`src/rtl/apb_uart_pkg.sv`:
```
// Shared types for the UART engine: frame config, parity modes
// and the TX/RX state encodings.
package apb_uart_pkg;

    typedef enum logic [1:0] {
        PAR_NONE     = 2'b00,
        PAR_EVEN     = 2'b01,
        PAR_ODD      = 2'b10,
        PAR_NONE_ALT = 2'b11
    } parity_mode_e;

    typedef enum logic [2:0] {
        TX_IDLE,
        TX_START,
        TX_DATA,
        TX_PARITY,
        TX_STOP1,
        TX_STOP2
    } uart_tx_state_e;

    typedef enum logic [2:0] {
        RX_IDLE,
        RX_START,
        RX_DATA,
        RX_PARITY,
        RX_STOP
    } uart_rx_state_e;

    typedef struct packed {
        logic [3:0] data_bits;
        logic       parity_en;
        logic       parity_odd;
        logic       two_stop;
    } uart_frame_cfg_t;

    localparam logic [3:0] MIN_DATA_BITS = 4'd5;

    // Clamp the data width and split the parity mode into flags.
    function automatic uart_frame_cfg_t decode_cfg(
        input logic [3:0]   bits,
        input parity_mode_e par,
        input logic         stop,
        input logic [3:0]   max_bits
    );
        uart_frame_cfg_t cfg;
        if (bits < MIN_DATA_BITS) begin
            cfg.data_bits = MIN_DATA_BITS;
        end else if (bits > max_bits) begin
            cfg.data_bits = max_bits;
        end else begin
            cfg.data_bits = bits;
        end
        cfg.parity_en  = (par == PAR_EVEN) || (par == PAR_ODD);
        cfg.parity_odd = (par == PAR_ODD);
        cfg.two_stop   = stop;
        return cfg;
    endfunction

endpackage

```
`src/rtl/uart_tick_gen.sv`:
```
// Oversampling tick enable: one pulse every div_i+1 clock cycles.
// The >= compare lets a lowered divider take effect at once.
module uart_tick_gen #(
    parameter int DIV_WIDTH = 16
) (
    input  logic                 clk_i,
    input  logic                 arst_ni,
    input  logic [DIV_WIDTH-1:0] div_i,
    output logic                 tick_o
);

    logic [DIV_WIDTH-1:0] cnt_q;
    logic [DIV_WIDTH-1:0] cnt_d;

    // Wrap the counter and fire the tick on the wrap cycle.
    always_comb begin
        tick_o = (cnt_q >= div_i);
        cnt_d  = tick_o ? '0 : cnt_q + DIV_WIDTH'(1);
    end

    // Counter register.
    always_ff @(posedge clk_i or negedge arst_ni) begin
        if (!arst_ni) begin
            cnt_q <= '0;
        end else begin
            cnt_q <= cnt_d;
        end
    end

endmodule

```
`src/rtl/uart_engine.sv`:
```
// Single-clock UART transmitter and receiver sharing one
// oversampling tick; frame format chosen per frame at run time.
module uart_engine
    import apb_uart_pkg::*;
#(
    parameter int MAX_DATA_BITS = 8,
    parameter int OVERSAMPLE    = 16,
    parameter int DIV_WIDTH     = 16
) (
    input  logic                     clk_i,
    input  logic                     arst_ni,
    input  logic [DIV_WIDTH-1:0]     clk_div_i,
    input  logic [3:0]               data_bits_i,
    input  logic [1:0]               parity_mode_i,
    input  logic                     extra_stop_i,
    input  logic [MAX_DATA_BITS-1:0] tx_data_i,
    input  logic                     tx_valid_i,
    output logic                     tx_ready_o,
    output logic                     tx_o,
    output logic                     tx_busy_o,
    input  logic                     rx_i,
    output logic [MAX_DATA_BITS-1:0] rx_data_o,
    output logic                     rx_valid_o,
    input  logic                     rx_ready_i,
    output logic                     rx_parity_err_o,
    output logic                     rx_frame_err_o,
    output logic                     rx_overrun_o
);

    localparam int OSW = $clog2(OVERSAMPLE);
    localparam logic [OSW-1:0] OS_LAST = OSW'(OVERSAMPLE - 1);
    localparam logic [OSW-1:0] OS_MID  = OSW'(OVERSAMPLE / 2 - 1);
    localparam logic [OSW-1:0] CNT_ONE = OSW'(1);
    localparam logic [3:0]     MAXB    = 4'(MAX_DATA_BITS);

    logic            tick;
    uart_frame_cfg_t cfg_in;

    uart_tick_gen #(
        .DIV_WIDTH(DIV_WIDTH)
    ) u_tick_gen (
        .clk_i  (clk_i),
        .arst_ni(arst_ni),
        .div_i  (clk_div_i),
        .tick_o (tick)
    );

    // Decode the live frame configuration for both directions.
    always_comb begin
        cfg_in = decode_cfg(data_bits_i, parity_mode_e'(parity_mode_i),
                            extra_stop_i, MAXB);
    end

    uart_tx_state_e           tx_state_q, tx_state_d;
    uart_frame_cfg_t          tx_cfg_q, tx_cfg_d;
    logic                     tx_wait_q, tx_wait_d;
    logic [OSW-1:0]           tx_cnt_q, tx_cnt_d;
    logic [3:0]               tx_idx_q, tx_idx_d;
    logic [MAX_DATA_BITS-1:0] tx_shift_q, tx_shift_d;
    logic                     tx_par_q, tx_par_d;
    logic                     tx_q, tx_d;
    logic                     tx_step;

    // TX next state: the line changes on the tick that starts each
    // bit; START waits for the first tick after the handshake.
    always_comb begin
        tx_state_d = tx_state_q;
        tx_cfg_d   = tx_cfg_q;
        tx_wait_d  = tx_wait_q;
        tx_cnt_d   = tx_cnt_q;
        tx_idx_d   = tx_idx_q;
        tx_shift_d = tx_shift_q;
        tx_par_d   = tx_par_q;
        tx_d       = tx_q;
        tx_step    = tick && !tx_wait_q && (tx_cnt_q == OS_LAST);
        if (tick && !tx_wait_q && (tx_state_q != TX_IDLE)) begin
            tx_cnt_d = tx_cnt_q + CNT_ONE;
        end
        if (tx_step) begin
            tx_cnt_d = '0;
        end
        unique case (tx_state_q)
            TX_IDLE: begin
                if (tx_valid_i) begin
                    tx_cfg_d   = cfg_in;
                    tx_shift_d = tx_data_i &
                        ~({MAX_DATA_BITS{1'b1}} << cfg_in.data_bits);
                    tx_idx_d   = '0;
                    tx_par_d   = 1'b0;
                    tx_cnt_d   = '0;
                    tx_state_d = TX_START;
                    tx_wait_d  = !tick;
                    if (tick) begin
                        tx_d = 1'b0;
                    end
                end
            end
            TX_START: begin
                if (tx_wait_q && tick) begin
                    tx_wait_d = 1'b0;
                    tx_d      = 1'b0;
                end else if (tx_step) begin
                    tx_state_d = TX_DATA;
                    tx_d       = tx_shift_q[0];
                end
            end
            TX_DATA: begin
                if (tx_step) begin
                    tx_shift_d = tx_shift_q >> 1;
                    tx_par_d   = tx_par_q ^ tx_shift_q[0];
                    tx_idx_d   = tx_idx_q + 4'd1;
                    if (tx_idx_q == tx_cfg_q.data_bits - 4'd1) begin
                        if (tx_cfg_q.parity_en) begin
                            tx_state_d = TX_PARITY;
                            tx_d = tx_par_d ^ tx_cfg_q.parity_odd;
                        end else begin
                            tx_state_d = TX_STOP1;
                            tx_d       = 1'b1;
                        end
                    end else begin
                        tx_d = tx_shift_q[1];
                    end
                end
            end
            TX_PARITY: begin
                if (tx_step) begin
                    tx_state_d = TX_STOP1;
                    tx_d       = 1'b1;
                end
            end
            TX_STOP1: begin
                if (tx_step) begin
                    tx_state_d = tx_cfg_q.two_stop ? TX_STOP2 : TX_IDLE;
                    tx_d       = 1'b1;
                end
            end
            TX_STOP2: begin
                if (tx_step) begin
                    tx_state_d = TX_IDLE;
                end
            end
            default: tx_state_d = TX_IDLE;
        endcase
    end

    // TX registers.
    always_ff @(posedge clk_i or negedge arst_ni) begin
        if (!arst_ni) begin
            tx_state_q <= TX_IDLE;
            tx_cfg_q   <= '0;
            tx_wait_q  <= 1'b0;
            tx_cnt_q   <= '0;
            tx_idx_q   <= '0;
            tx_shift_q <= '0;
            tx_par_q   <= 1'b0;
            tx_q       <= 1'b1;
        end else begin
            tx_state_q <= tx_state_d;
            tx_cfg_q   <= tx_cfg_d;
            tx_wait_q  <= tx_wait_d;
            tx_cnt_q   <= tx_cnt_d;
            tx_idx_q   <= tx_idx_d;
            tx_shift_q <= tx_shift_d;
            tx_par_q   <= tx_par_d;
            tx_q       <= tx_d;
        end
    end

    assign tx_o       = tx_q;
    assign tx_ready_o = (tx_state_q == TX_IDLE);
    assign tx_busy_o  = (tx_state_q != TX_IDLE);

    uart_rx_state_e           rx_state_q, rx_state_d;
    logic                     rx_s1_q, rx_s1_d;
    logic                     rx_s2_q, rx_s2_d;
    logic                     rx_prev_q, rx_prev_d;
    logic [OSW-1:0]           rx_cnt_q, rx_cnt_d;
    logic [3:0]               rx_idx_q, rx_idx_d;
    logic [3:0]               rx_nbits_q, rx_nbits_d;
    logic                     rx_par_en_q, rx_par_en_d;
    logic                     rx_par_odd_q, rx_par_odd_d;
    logic                     rx_par_q, rx_par_d;
    logic                     rx_perr_q, rx_perr_d;
    logic [MAX_DATA_BITS-1:0] rx_shift_q, rx_shift_d;
    logic [MAX_DATA_BITS-1:0] rx_data_q, rx_data_d;
    logic                     rx_valid_q, rx_valid_d;
    logic                     rx_perr_out_q, rx_perr_out_d;
    logic                     rx_ferr_q, rx_ferr_d;
    logic                     rx_ovr_q, rx_ovr_d;
    logic                     rx_fall;
    logic                     rx_sample;
    logic                     rx_load;

    // RX next state: sample mid-bit, shift data in from the top and
    // hand the word to the output register at the stop sample.
    always_comb begin
        rx_s1_d       = rx_i;
        rx_s2_d       = rx_s1_q;
        rx_prev_d     = rx_s2_q;
        rx_state_d    = rx_state_q;
        rx_cnt_d      = rx_cnt_q;
        rx_idx_d      = rx_idx_q;
        rx_nbits_d    = rx_nbits_q;
        rx_par_en_d   = rx_par_en_q;
        rx_par_odd_d  = rx_par_odd_q;
        rx_par_d      = rx_par_q;
        rx_perr_d     = rx_perr_q;
        rx_shift_d    = rx_shift_q;
        rx_data_d     = rx_data_q;
        rx_valid_d    = rx_valid_q;
        rx_perr_out_d = rx_perr_out_q;
        rx_ferr_d     = rx_ferr_q;
        rx_ovr_d      = 1'b0;
        rx_fall       = rx_prev_q && !rx_s2_q;
        rx_sample     = tick && (rx_cnt_q ==
                        ((rx_state_q == RX_START) ? OS_MID : OS_LAST));
        rx_load       = !rx_valid_q || rx_ready_i;
        if (rx_valid_q && rx_ready_i) begin
            rx_valid_d = 1'b0;
        end
        if (tick && (rx_state_q != RX_IDLE)) begin
            rx_cnt_d = rx_cnt_q + CNT_ONE;
        end
        if (rx_sample) begin
            rx_cnt_d = '0;
        end
        unique case (rx_state_q)
            RX_IDLE: begin
                if (rx_fall) begin
                    rx_state_d   = RX_START;
                    rx_cnt_d     = '0;
                    rx_idx_d     = '0;
                    rx_nbits_d   = cfg_in.data_bits;
                    rx_par_en_d  = cfg_in.parity_en;
                    rx_par_odd_d = cfg_in.parity_odd;
                    rx_par_d     = 1'b0;
                    rx_perr_d    = 1'b0;
                    rx_shift_d   = '0;
                end
            end
            RX_START: begin
                if (rx_sample) begin
                    rx_state_d = rx_s2_q ? RX_IDLE : RX_DATA;
                end
            end
            RX_DATA: begin
                if (rx_sample) begin
                    rx_shift_d = {rx_s2_q, rx_shift_q[MAX_DATA_BITS-1:1]};
                    rx_par_d   = rx_par_q ^ rx_s2_q;
                    rx_idx_d   = rx_idx_q + 4'd1;
                    if (rx_idx_q == rx_nbits_q - 4'd1) begin
                        rx_state_d = rx_par_en_q ? RX_PARITY : RX_STOP;
                    end
                end
            end
            RX_PARITY: begin
                if (rx_sample) begin
                    rx_perr_d  = rx_par_q ^ rx_s2_q ^ rx_par_odd_q;
                    rx_state_d = RX_STOP;
                end
            end
            RX_STOP: begin
                if (rx_sample) begin
                    rx_state_d = RX_IDLE;
                    if (rx_load) begin
                        rx_valid_d    = 1'b1;
                        rx_data_d     = rx_shift_q >> (MAXB - rx_nbits_q);
                        rx_perr_out_d = rx_perr_q;
                        rx_ferr_d     = !rx_s2_q;
                    end else begin
                        rx_ovr_d = 1'b1;
                    end
                end
            end
            default: rx_state_d = RX_IDLE;
        endcase
    end

    // RX registers, including the pin synchronizer.
    always_ff @(posedge clk_i or negedge arst_ni) begin
        if (!arst_ni) begin
            rx_s1_q       <= 1'b1;
            rx_s2_q       <= 1'b1;
            rx_prev_q     <= 1'b1;
            rx_state_q    <= RX_IDLE;
            rx_cnt_q      <= '0;
            rx_idx_q      <= '0;
            rx_nbits_q    <= MIN_DATA_BITS;
            rx_par_en_q   <= 1'b0;
            rx_par_odd_q  <= 1'b0;
            rx_par_q      <= 1'b0;
            rx_perr_q     <= 1'b0;
            rx_shift_q    <= '0;
            rx_data_q     <= '0;
            rx_valid_q    <= 1'b0;
            rx_perr_out_q <= 1'b0;
            rx_ferr_q     <= 1'b0;
            rx_ovr_q      <= 1'b0;
        end else begin
            rx_s1_q       <= rx_s1_d;
            rx_s2_q       <= rx_s2_d;
            rx_prev_q     <= rx_prev_d;
            rx_state_q    <= rx_state_d;
            rx_cnt_q      <= rx_cnt_d;
            rx_idx_q      <= rx_idx_d;
            rx_nbits_q    <= rx_nbits_d;
            rx_par_en_q   <= rx_par_en_d;
            rx_par_odd_q  <= rx_par_odd_d;
            rx_par_q      <= rx_par_d;
            rx_perr_q     <= rx_perr_d;
            rx_shift_q    <= rx_shift_d;
            rx_data_q     <= rx_data_d;
            rx_valid_q    <= rx_valid_d;
            rx_perr_out_q <= rx_perr_out_d;
            rx_ferr_q     <= rx_ferr_d;
            rx_ovr_q      <= rx_ovr_d;
        end
    end

    assign rx_data_o       = rx_data_q;
    assign rx_valid_o      = rx_valid_q;
    assign rx_parity_err_o = rx_perr_out_q;
    assign rx_frame_err_o  = rx_ferr_q;
    assign rx_overrun_o    = rx_ovr_q;

endmodule

```
`config.mk`:
```
export PLATFORM = sky130hd
export DESIGN_NAME = uart_engine
export DESIGN_NICKNAME = d
export VERILOG_FILES = /design/src/rtl/apb_uart_pkg.sv /design/src/rtl/uart_tick_gen.sv /design/src/rtl/uart_engine.sv
export SDC_FILE = /design/constraint.sdc
export NUM_CORES = 1
export LEC_CHECK = 0
export ABC_CLOCK_PERIOD_IN_PS = 2700
export CORE_UTILIZATION = 52
export DETAILED_ROUTE_END_ITERATION = 16
export GPL_ROUTABILITY_DRIVEN = 0
export GPL_TIMING_DRIVEN = 0
export HOLD_SLACK_MARGIN = 0.15
export PLACE_DENSITY = 0.77
export SLEW_MARGIN = 20
export SYNTH_ARGS = -nofsm -noshare
export SYNTH_HDL_FRONTEND = slang
export SYNTH_SLANG_ARGS = --single-unit
```
`constraint.sdc`:
```
create_clock -name clk_i -period 2.7 [get_ports clk_i]
set_input_delay 0.81 -clock clk_i [delete_from_list [all_inputs] [get_ports clk_i]]
set_output_delay 0.81 -clock clk_i [all_outputs]
set_load 0.05 [all_outputs]
```
# Word level (Yosys, flattened, before mapping)
# Index checks and enable logic that the tools add are counted.
[op_classes] n_addsub=8 multipliers=0 div_mod_pow=0 magnitude_cmp=3 n_eq_ne=33 shift=2 n_mux=71 bitwise=6 n_reduce_logical=34
[op_table] op="two-way mux 4 bit" count=15
[op_table] op="two-way mux 3 bit" count=17
[op_table] op="two-way mux 8 bit" count=4
[op_table] op="one-hot mux 8 bit (2 select lines)" count=2
[op_table] op="!= test 2 bit, second input constant" count=15
[op_table] op="two-way mux 1 bit" count=22
[op_table] op="one-hot mux 3 bit (6 select lines)" count=1
[op_table] op="adder 16 x 1 -> 16 bit, second input constant" count=1
[op_table] op="adder 4 x 1 -> 4 bit, second input constant" count=4
[op_table] op="greater-or-equal comparator 16 bit" count=1
[op_table] op="two-way mux 16 bit" count=1
[op_table] op="one-hot mux 4 bit (2 select lines)" count=2
[op_table] op="one-hot mux 3 bit (5 select lines)" count=1
[op_table] op="AND reduction 3 bit" count=5
[op_table] op="equality test 3 x 2 -> 1 bit, second input constant" count=4
[op_table] op="equality test 4 bit" count=3
[op_table] op="AND reduction 6 bit" count=2
[op_table] op="equality test 3 bit, second input constant" count=3
[op_table] op="AND 8 bit" count=1
[op_table] op="logical AND 1 bit" count=8
[op_table] op="NOT 8 bit" count=1
[op_table] op="one-hot mux 1 bit (2 select lines)" count=4
[op_table] op="AND reduction 8 bit" count=1
[op_table] op="nonzero test 2 bit" count=4
[op_table] op="other kinds (22)" count=35
[totals] reg_bits=87 latchBits=0 ramBits=0 mem_bits_ro=0 out_inout_bits=15 elab_cells=186 mem_count=0

# Depth between registers and ports, before layout
# Gate-level depths: netlist (run 1).
[depth] ltp_word=8 mapped_depth=10

# By module
# Synthesis (run 1) repeated with hierarchy kept, for this count alone.
[hier_totals] cells_unflattened=520 hier_area_um2=5006.1
[by_module_without_submodules] module="uart_engine" instances=1 cells_per_inst=390 area_per_inst_um2=3742.3 seq_area_each_um2=1784.2
[by_module_without_submodules] module="uart_tick_gen" instances=1 cells_per_inst=130 area_per_inst_um2=1263.7 seq_area_each_um2=400.4

# Worst setup path before layout (run 1)
# Ideal clock, no wire load.
[synth_timing] path_type="register to output" from="register tx_state_q[0]" to="output port tx_busy_o" t_arrival_ns=2.262 required_time_ns=1.890 path_slack_ns=-0.372 stages_incl_launch_ff=3 path_buffers=0 path_cell_list="dfrtp_1 > nor3_1 > inv_1"
[synth_via] elab_chain_len=1
[synth_lines] element="start, declared" line_no="uart_engine.sv:54" text="uart_tx_state_e tx_state_q, tx_state_d;"
[synth_lines] element="start signal, assigned" line_no="uart_engine.sv:158" text="tx_state_q <= tx_state_d;"
[synth_lines] element="nonzero test 3 bit" line_no="uart_engine.sv:171" text="assign tx_busy_o = (tx_state_q != TX_IDLE);"
[synth_lines] element="end, declared" line_no="uart_engine.sv:20" text="output logic tx_busy_o,"
# No other way between the ends.

# Final worst setup path (run 1)
[layout_timing] from="input port clk_div_i[15]" to="register rx_data_q[6], in the netlist rx_data_o[6]"
[layout_via] elab_chain_len=3
[layout_lines] element="start, declared" line_no="uart_engine.sv:12" text="input logic [DIV_WIDTH-1:0] clk_div_i,"
[layout_lines] element="greater-or-equal comparator 16 bit" line_no="uart_tick_gen.sv:17" text="tick_o = (cnt_q >= div_i);"
[layout_lines] element="logical AND 1 bit" line_no="uart_engine.sv:215" text="rx_sample = tick && (rx_cnt_q =="
[layout_lines] element="AND reduction 3 bit (no source line)"
[layout_lines] element="end signal, assigned" line_no="uart_engine.sv:312" text="rx_data_q <= rx_data_d;"
[layout_lines] element="end, declared" line_no="uart_engine.sv:185" text="logic [MAX_DATA_BITS-1:0] rx_data_q, rx_data_d;"
# No other way between the ends.
# A chain may end at the register's enable or synchronous reset.

==> results.rst, run 1 <==
.. list-table::
   :header-rows: 1

   * - Metric
     - Value
   * - Critical path start-end classification
     - input port to flip-flop
   * - Total power after layout
     - about 4.4 mW
   * - Overall fraction of global-route tracks in use
     - 24.46%
   * - Vias per Instance
     - 5.668
   * - Post-synthesis adder-cell area fraction
     - 6.304%
   * - Seq cells post-synth
     - 87
   * - Number of buffers created by CTS
     - 9
   * - Fraction of synthesized area in multiplexers
     - around 5.8%
   * - Arrival time at the worst endpoint
     - 2.87 ns
   * - Wire length of the first global-routing pass
     - just under 20000 um
   * - Fraction of final layout cells with drive strength greater than 1
     - 20.49%
   * - Result of the run
     - finished, final reports clean
   * - Areal power density over the cells
     - 678.6 nW/um^2
   * - Warning count from the yosys run
     - 0
   * - Final design instance area without fill
     - 6414 sq um
   * - Final HPWL from detailed placement
     - 7653 um
   * - Footprint of the multi-input gates
     - around 2900 sq um
   * - Core area
     - 9240 sq um
   * - Via count of the first global-routing pass
     - 4199
   * - Final Hold Violating Endpoints
     - 0
   * - Maximum buffer depth of the clock tree
     - 2
   * - Overall die height
     - 99.69 um
   * - Die boundary width
     - 99.69 um
   * - Synthesized area per cell
     - 9.416 sq um
   * - Maximum clock rate
     - 0.3817 GHz
   * - Post-detailed-route wirelength per cell
     - roughly 16 um
   * - Crit path time final
     - 2.620 ns
   * - Class of the tightest hold or removal check
     - flip-flop to flip-flop
   * - Crit share post-route
     - 97.03%
   * - Async SR Flop Fraction
     - 100.0%
   * - Max Transition Viols Final
     - 0
   * - Fraction of the mapped netlist area in simple logic gates
     - around a fifth
   * - Clk pin slew, worst setup/hold paths
     - 0.08 ns
   * - Final wirelength
     - between 10000 and 15000 um
   * - Combinational family with the most area after synthesis
     - simple AND/OR/NAND/NOR gates
   * - Total standard cell area after synthesis
     - ~5000 sq um
   * - Synthesized netlist cell count
     - 527
   * - Total Die Area
     - 9937 sq um
   * - Post-route ant nets
     - 0
   * - Starting density of the core
     - 53.70%
   * - Fraction of the mapped netlist area in compound gates
     - approximately 14%
   * - Slew at the pin closest to its max-slew limit
     - 0.9574 ns
   * - Worst Path Required
     - about 3.0 ns
   * - CP endpoint kind
     - flip-flop
   * - Clock Sinks
     - 87
   * - Post-route DRC
     - 0
   * - # port buffers
     - 49
   * - Number of setup violations in the final report
     - 0
   * - DR vias
     - 4189
   * - Setup clock skew after layout
     - 0.01054 ns
   * - Overflow left after global routing
     - 0
   * - Floorplan row count
     - 35
   * - Sequential area share after synthesis
     - 44.02%
   * - I/O pin total
     - 51
   * - Net Count, Synth
     - ~600
   * - Worst-Skew Late Latency
     - about 0.36 ns
   * - Antenna violations before repair
     - 0
   * - TritonCTS clock tree
     - yes
   * - Static leakage
     - 2.958 nW
   * - Worst slack on hold paths
     - 0.3625 ns
   * - Number of buffers added to fix hold violations after cts
     - 0
   * - Yosys cell types
     - 63
   * - Ant diodes
     - 0
   * - Max rail drop VDD
     - ~0.40 mV
   * - First-pass iteration count of the detailed router
     - 5
   * - Number of violations reported at the end of detailed-routing iteration 0
     - 194
   * - Maximum Capacitance Violations
     - 0
   * - Largest fanout on the critical path
     - 6
   * - Main flop type after synthesis
     - sky130_fd_sc_hd__dfrtp_1
   * - Category of the worst setup path launch point
     - input port
   * - Area of all sequential standard cells
     - 2185 sq um
   * - Fill cell instance count of the final layout
     - 700
   * - NumNets Final
     - ~670
   * - Buffer cell driving the clock tree root
     - sky130_fd_sc_hd__clkbuf_8
   * - Normalized max-slew margin
     - 35.68%
   * - Post-placement cell area
     - approximately 5600 sq um
   * - Area share of xor/xnor cells in the synthesized design
     - approximately 5.6%
   * - Layout-stage area growth over the synthesis result
     - 29.25%
   * - Number of synthesized flops with an enable pin
     - 0
   * - Total number of H-tree levels
     - 3
   * - Maximum number of pins on one net before global-route repair
     - 50
power by group:
part,switching (mW),leakage (nW),total (mW),internal (mW)
Clock,0.465,0.101,0.968,0.503
Combinational,0.796,1.77,1.55,0.758
Sequential,0.282,1.08,1.83,1.55
Total,1.54,2.96,4.35,2.81
per-layer routing:
metal  track usage, %  part of all wire, %  up-vias
li1                 -                    -     2011
met1            31.28                   44     2052
met2            41.59                   50      107
met3            4.638                  3.8       19
met4            8.484                  1.8        0
met5                0                    0        -
area by class of cell:
class / count / share of cell area, %
multi-input combinational: 386 / 45.90
sequential: 87 / 34.06
timing repair buffer: 68 / 10.38
clock buffer: 12 / 2.575
tap: 129 / 2.517
inverter: 36 / 2.107
buffer: 17 / 1.639
clock inverter: 4 / 0.8194
cells in the final DEF (no fill, tap or decap), types with 4 or more instances in the layout:
master and n:
sky130_fd_sc_hd__nand2b_1 7, sky130_fd_sc_hd__o22ai_1 4, sky130_fd_sc_hd__buf_6 4, sky130_fd_sc_hd__and2_1 4, sky130_fd_sc_hd__mux2i_1 10, sky130_fd_sc_hd__mux2_2 5, sky130_fd_sc_hd__dfrtp_1 81, sky130_fd_sc_hd__xnor2_1 16
sky130_fd_sc_hd__ha_4 12, sky130_fd_sc_hd__or3_1 7, sky130_fd_sc_hd__nand2_2 4, sky130_fd_sc_hd__nand3_1 15, sky130_fd_sc_hd__clkbuf_1 10, sky130_fd_sc_hd__and3_1 8, sky130_fd_sc_hd__dlymetal6s2s_1 5, sky130_fd_sc_hd__clkdlybuf4s50_1 30
sky130_fd_sc_hd__buf_4 15, sky130_fd_sc_hd__xor2_1 16, sky130_fd_sc_hd__dfstp_2 6, sky130_fd_sc_hd__dlygate4sd2_1 12, sky130_fd_sc_hd__inv_2 12, sky130_fd_sc_hd__a21oi_1 21, sky130_fd_sc_hd__mux2_4 9, sky130_fd_sc_hd__ha_1 13
sky130_fd_sc_hd__nor2_1 41, sky130_fd_sc_hd__o21ai_0 31, sky130_fd_sc_hd__nand2_1 68, sky130_fd_sc_hd__clkbuf_8 14, sky130_fd_sc_hd__nand4_1 7, sky130_fd_sc_hd__inv_1 24, sky130_fd_sc_hd__a31oi_1 6, sky130_fd_sc_hd__nor3_1 9
Yosys cell counts (4+ instances only):
cell                        n  area share (%)
sky130_fd_sc_hd__dfrtp_1   81              41
sky130_fd_sc_hd__nand2_1   74             5.6
sky130_fd_sc_hd__nor2_1    42             3.2
sky130_fd_sc_hd__inv_1     36             2.7
sky130_fd_sc_hd__o21ai_0   35             3.5
sky130_fd_sc_hd__ha_1      25             6.3
sky130_fd_sc_hd__a21oi_1   22             2.2
sky130_fd_sc_hd__nand3_1   16             1.6
sky130_fd_sc_hd__xnor2_1   16             2.8
sky130_fd_sc_hd__xor2_1    16             2.8
sky130_fd_sc_hd__mux2_2    14             3.2
sky130_fd_sc_hd__clkbuf_1  12            0.91
sky130_fd_sc_hd__and3_1    11             1.4
sky130_fd_sc_hd__mux2i_1   11             2.2
sky130_fd_sc_hd__nor3_1    10             1.0
sky130_fd_sc_hd__a31oi_1    8             1.0
sky130_fd_sc_hd__nand2b_1   7            0.88
sky130_fd_sc_hd__nand4_1    7            0.88
sky130_fd_sc_hd__or3_1      7            0.88
sky130_fd_sc_hd__dfstp_2    6             3.2
sky130_fd_sc_hd__o221a_2    6             1.4
sky130_fd_sc_hd__buf_2      5            0.50
sky130_fd_sc_hd__and2_1     4            0.50
sky130_fd_sc_hd__nor2b_1    4            0.50
sky130_fd_sc_hd__o22ai_1    4            0.50
worst max-delay path: stages:
cell and delay, ns:
sky130_fd_sc_hd__dlygate4sd2_1 0.21, sky130_fd_sc_hd__inv_2 0.05, sky130_fd_sc_hd__ha_4 0.28, sky130_fd_sc_hd__nand4_4 0.11, sky130_fd_sc_hd__nor3_4 0.20, sky130_fd_sc_hd__o311ai_4 0.19, sky130_fd_sc_hd__buf_4 0.19, sky130_fd_sc_hd__a31oi_4 0.27
sky130_fd_sc_hd__nand3_4 0.18, sky130_fd_sc_hd__mux2_4 0.35
repair_timing:
| action | CTS | global route |
|---|---|---|
| setup buffers | 12 | 6 |
| resized for setup | 71 | 34 |
| endpoints found under the setup margin | 71 | 48 |
| gates cloned | 2 | 0 |
| pin swaps | 28 | 9 |
path summary, 6_finish.rpt:
check,start,to,slack [ns],cells past startpoint
worst min register to register,rx_s1_q,rx_prev_d,0.36,0
min in group asynchronous,arst_ni,u_tick_gen.cnt_q[11],0.42,1
worst max-delay path,clk_div_i[15],rx_data_o[6],0.08,10
worst min-delay path,rx_s1_q,rx_prev_d,0.36,0
max in group asynchronous,arst_ni,rx_nbits_q[0],1.58,2
worst max register to register,rx_nbits_q[0],rx_data_o[1],0.23,9
flip-flops by register name, summed over array words and instances, names as in the netlist, 3 cells and up:
register / count
rx_nbits_q: 4
tx_idx_q: 4
tx_shift_q: 8
rx_shift_q: 8
rx_state_q: 3
rx_cnt_q: 4
tx_cfg_q: 7
tx_cnt_q: 4
rx_idx_q: 4
tx_state_q: 3
rx_data_o: 8
u_tick_gen.cnt_q: 16
cells by family after synthesis:
kind of cell               count (synthesis)
adders and majority gates                 25
DFF                                       87
buffers and inverters                     55
xor gates and xnor gates                  32
muxes                                     26
and+or+nand+nor                          198
AOI/OAI and AO/OA                        104
per-stage QoR:
stage | setup WS (ns) | instances | TNS (ns) | utilization (%)
2_1_floorplan | -0.002466 | 527 | -0.002466 | -
3_3_place_gp | -2.263 | 705 | -235.80 | 60.84
3_5_place_dp | -0.9836 | 706 | -48.53 | 61.11
4_1_cts | 0.002381 | 734 | 0 | 67.49
5_1_grt | -0.004903 | 739 | -0.004903 | 69.41
6_report | 0.08032 | 739 | 0 | 69.41
No activity file was read; power rests on OpenSTA's default activity.
==> run 2: changes to the inputs <==
Settings changed: CORE_MARGIN from default to 5, CORE_UTILIZATION 52 to 53, CTS_BUF_LIST from default to sky130_fd_sc_hd__clkbuf_2 sky130_fd_sc_hd__clkbuf_4 sky130_fd_sc_hd__clkbuf_8, CTS_CLUSTER_SIZE from default to 14, PLACE_DENSITY 0.77 to 0.78.
==> run 2 against run 1 <==
Compared with the run above: sequential share of layout area is 0.78 points higher; cell area down 2.2%; global-route usage fell by 3.6 points; power fell by 1.9%; core utilization down 1.2 points; die area grew 15%; clock power decreased by 6.1%; fmax grew 0.21%; largest cell class unchanged.
==> results.rst, run 2 (synthesized netlist as in run 1, its figures left out) <==
.. list-table::
   :header-rows: 1

   * - Metric
     - Value
   * - Final design instance area without fill
     - 6270 sq um (-2.2%)
   * - Final setup margin
     - 0.08590 ns (+0.005582 ns)
   * - Slew at the pin closest to its max-slew limit
     - 0.9079 ns (-0.04947 ns)
   * - Biggest cell delay along the critical path
     - 0.35 ns (about the same)
   * - Largest fanout on the critical path
     - 6 (unchanged)
   * - Layout-stage area growth over the synthesis result
     - 26.35%
   * - Number of setup violations in the final report
     - 0 (unchanged)
   * - CP endpoint kind
     - flip-flop
   * - Cell breakdown of the critical path
     - dlygate4sd2_1 -> inv_1 -> ha_1 -> nand2_2 -> nor3_4 -> o311ai_4 -> buf_4 -> a31oi_4 -> nand3_4 -> mux2_4
   * - Die boundary width
     - 106.8 um (+7.1%)
   * - DR vias
     - 4171 (-0.43%)
   * - Number of standard cells in the final layout excluding fillers
     - 713 (-3.5%)
   * - Areal power density over the cells
     - 680.9 nW/um^2 (+0.34%)
   * - Most common cell after layout, fill and taps aside
     - sky130_fd_sc_hd__dfrtp_1
   * - Post-route DRC
     - 0 (unchanged)
   * - Worst Path Required
     - 2.95 ns (about the same)
   * - Clk pin slew, worst setup/hold paths
     - 0.08 ns (about the same)
   * - TritonCTS clock tree
     - yes
   * - Arrival time at the worst endpoint
     - 2.86 ns (about the same)
   * - Maximum clock rate
     - 0.3825 GHz (+0.21%)
   * - Fraction of final layout cells with drive strength greater than 1
     - 19.77% (-0.72 points)
   * - Post-placement cell area
     - 5624 sq um (-0.40%)
   * - Fill cell instance count of the final layout
     - 709 (+1.3%)
   * - Critical path depth
     - 10 (unchanged)
   * - Final Hold Violating Endpoints
     - 0 (unchanged)
   * - NumNets Final
     - 658 (-1.2%)
   * - Critical path's slowest cell
     - sky130_fd_sc_hd__mux2_4
   * - Post-detailed-route wirelength per cell
     - 16.06 um (+2.5%)
   * - Crit path time final
     - 2.614 ns (-0.005581 ns)
   * - Floorplan row count
     - 35 (unchanged)
   * - Delay-heaviest family, CP
     - simple AND/OR/NAND/NOR gates
   * - Reg2Reg Depth
     - 9 (unchanged)
   * - Critical path start-end classification
     - input port to flip-flop
   * - Vias per Instance
     - 5.850 (+3.2%)
   * - Final wirelength
     - 11450 um (-1.1%)
   * - Overflow left after global routing
     - 0 (unchanged)
   * - Maximum Capacitance Violations
     - 0 (unchanged)
   * - Clock Sinks
     - 87 (unchanged)
   * - Post-placement setup slack
     - -0.9991 ns (-0.01557 ns)
   * - Wire length of the first global-routing pass
     - 19400 um (+0.78%)
   * - Via count of the first global-routing pass
     - 4144 (-1.3%)
   * - I/O pin total
     - 51 (unchanged)
   * - Core area
     - 9196 sq um (-0.47%)
   * - Buffer and inverter count on the worst path
     - 3 (unchanged)
   * - Most used cells in the layout excluding fill and tap cells
     - sky130_fd_sc_hd__dfrtp_1 (81), sky130_fd_sc_hd__nand2_1 (68), sky130_fd_sc_hd__nor2_1 (41)
   * - Maximum buffer depth of the clock tree
     - 2 (unchanged)
   * - Worst slack on hold paths
     - 0.3676 ns (+0.005107 ns)
   * - First-pass iteration count of the detailed router
     - 5 (unchanged)
   * - Starting density of the core
     - 53.96% (+0.26 points)
   * - Number of violations reported at the end of detailed-routing iteration 0
     - 188 (-3.1%)
   * - Setup clock skew after layout
     - 0.008695 ns (-0.001843 ns)
   * - Max FFs per register
     - 16 (unchanged)
   * - Max Transition Viols Final
     - 0 (unchanged)
   * - Register name with the most flops
     - u_tick_gen.cnt_q
   * - Maximum number of pins on one net before global-route repair
     - 49 (-2.0%)
   * - Normalized max-slew margin
     - 39.00% (+3.3 points)
   * - Antenna violations before repair
     - 0 (unchanged)
   * - Total Die Area
     - 11400 sq um (+15%)
   * - Result of the run
     - finished, final reports clean
   * - Static leakage
     - 2.872 nW (-2.9%)
   * - Max rail drop VDD
     - 0.3809 mV (-5.0%)
   * - # port buffers
     - 49 (unchanged)
   * - Post-route ant nets
     - 0 (unchanged)
   * - Crit share post-route
     - 96.82% (-0.21 points)
   * - Overall fraction of global-route tracks in use
     - 20.90% (-3.6 points)
   * - Number of buffers created by CTS
     - 9 (unchanged)
   * - Overall die height
     - 106.8 um (+7.1%)
   * - Number of cells after detailed placement
     - 688 (-2.5%)
   * - Final HPWL from detailed placement
     - 7856 um (+2.7%)
   * - Category of the worst setup path launch point
     - input port
   * - Total number of H-tree levels
     - 3 (unchanged)
   * - Buffer cell driving the clock tree root
     - sky130_fd_sc_hd__clkbuf_8
   * - Worst hold path depth
     - 0 (unchanged)
   * - Ant diodes
     - 0 (unchanged)
   * - Worst-Skew Late Latency
     - 0.36 ns (about the same)
   * - Class of the tightest hold or removal check
     - flip-flop to flip-flop
run 2: cell count changes in the layout (fill, tap and decap cells not counted), sizes merged:
cell           previous run  this run
clkinvlp                  3         1
clkbuf                   26        31
buf                      23        14
clkinv                    0         2
clkdlybuf4s15             1         2
dlymetal6s2s              5         6
dlygate4sd2              12         6
run 2: where the power goes:
group / switching (mW) / internal [mW] / leakage (nW) / total, mW
combinational: 0.797 / 0.730 / 1.69 / 1.53
clock: 0.453 / 0.456 / 0.101 / 0.909
sequential: 0.286 / 1.55 / 1.08 / 1.83
run 2: cell type report:
class	count	area (sq um)	area share [%]
Tap cell	111	138.9	2.215
Sequential cell	87	2185	34.84
Clock inverter	4	47.55	0.7583
Multi-Input combinational cell	386	2947	47.00
Buffer	17	88.84	1.417
Timing Repair Buffer	60	581.8	9.280
Inverter	36	135.1	2.155
Clock buffer	12	146.4	2.335
run 2: path summary, 6_finish.rpt:
path | start | end | slack [ns]
max in group asynchronous | arst_ni | tx_o | 1.61
min in group asynchronous | arst_ni | u_tick_gen.cnt_q[12] | 0.42
hold reg to reg | rx_s1_q | rx_prev_d | 0.37
setup reg to reg | u_tick_gen.cnt_q[1] | rx_state_q[1] | 0.19
hold / removal | rx_s1_q | rx_prev_d | 0.37
setup / recovery | clk_div_i[8] | rx_data_o[7] | 0.09
run 2: per-stage QoR:
step / power (mW) / setup TNS, ns / utilization [%]
final: 4.269 / 0 / 68.18
after global routing: 4.554 / -0.01758 / 68.18
after CTS: 4.129 / -0.008319 / 66.48
after detailed placement: 3.112 / -49.43 / 61.16
after global placement: 3.030 / -233.86 / 60.88
after floorplan: 2.747 / -0.002466 / -
run 2: layer usage:
layer  GRT usage [%]  up-vias  share of wire [%]
met5               0        -                  0
met4           5.571        0                1.6
met3           4.154       20                4.8
met2           36.42      120                 50
met1           26.56     2037                 43
li1                -     1994                  -
run 2: timing repair:
item | in CTS | in global routing
hold buffers | 0 | 0
gates resized for setup | 64 | 38
setup buffers | 5 | 4
pin swaps | 24 | 16
cloned | 2 | 0
setup endpoints to repair | 73 | 43
run 2: worst register-to-register path, stage by stage (launching register included):
cell,delay [ns]
sky130_fd_sc_hd__dfrtp_1,0.44
sky130_fd_sc_hd__ha_4,0.27
sky130_fd_sc_hd__nor2b_1,0.13
sky130_fd_sc_hd__o211a_1,0.23
sky130_fd_sc_hd__o311ai_4,0.48
sky130_fd_sc_hd__buf_4,0.21
sky130_fd_sc_hd__a31oi_4,0.14
sky130_fd_sc_hd__buf_6,0.18
sky130_fd_sc_hd__a32oi_2,0.21
sky130_fd_sc_hd__nand2_1,0.08
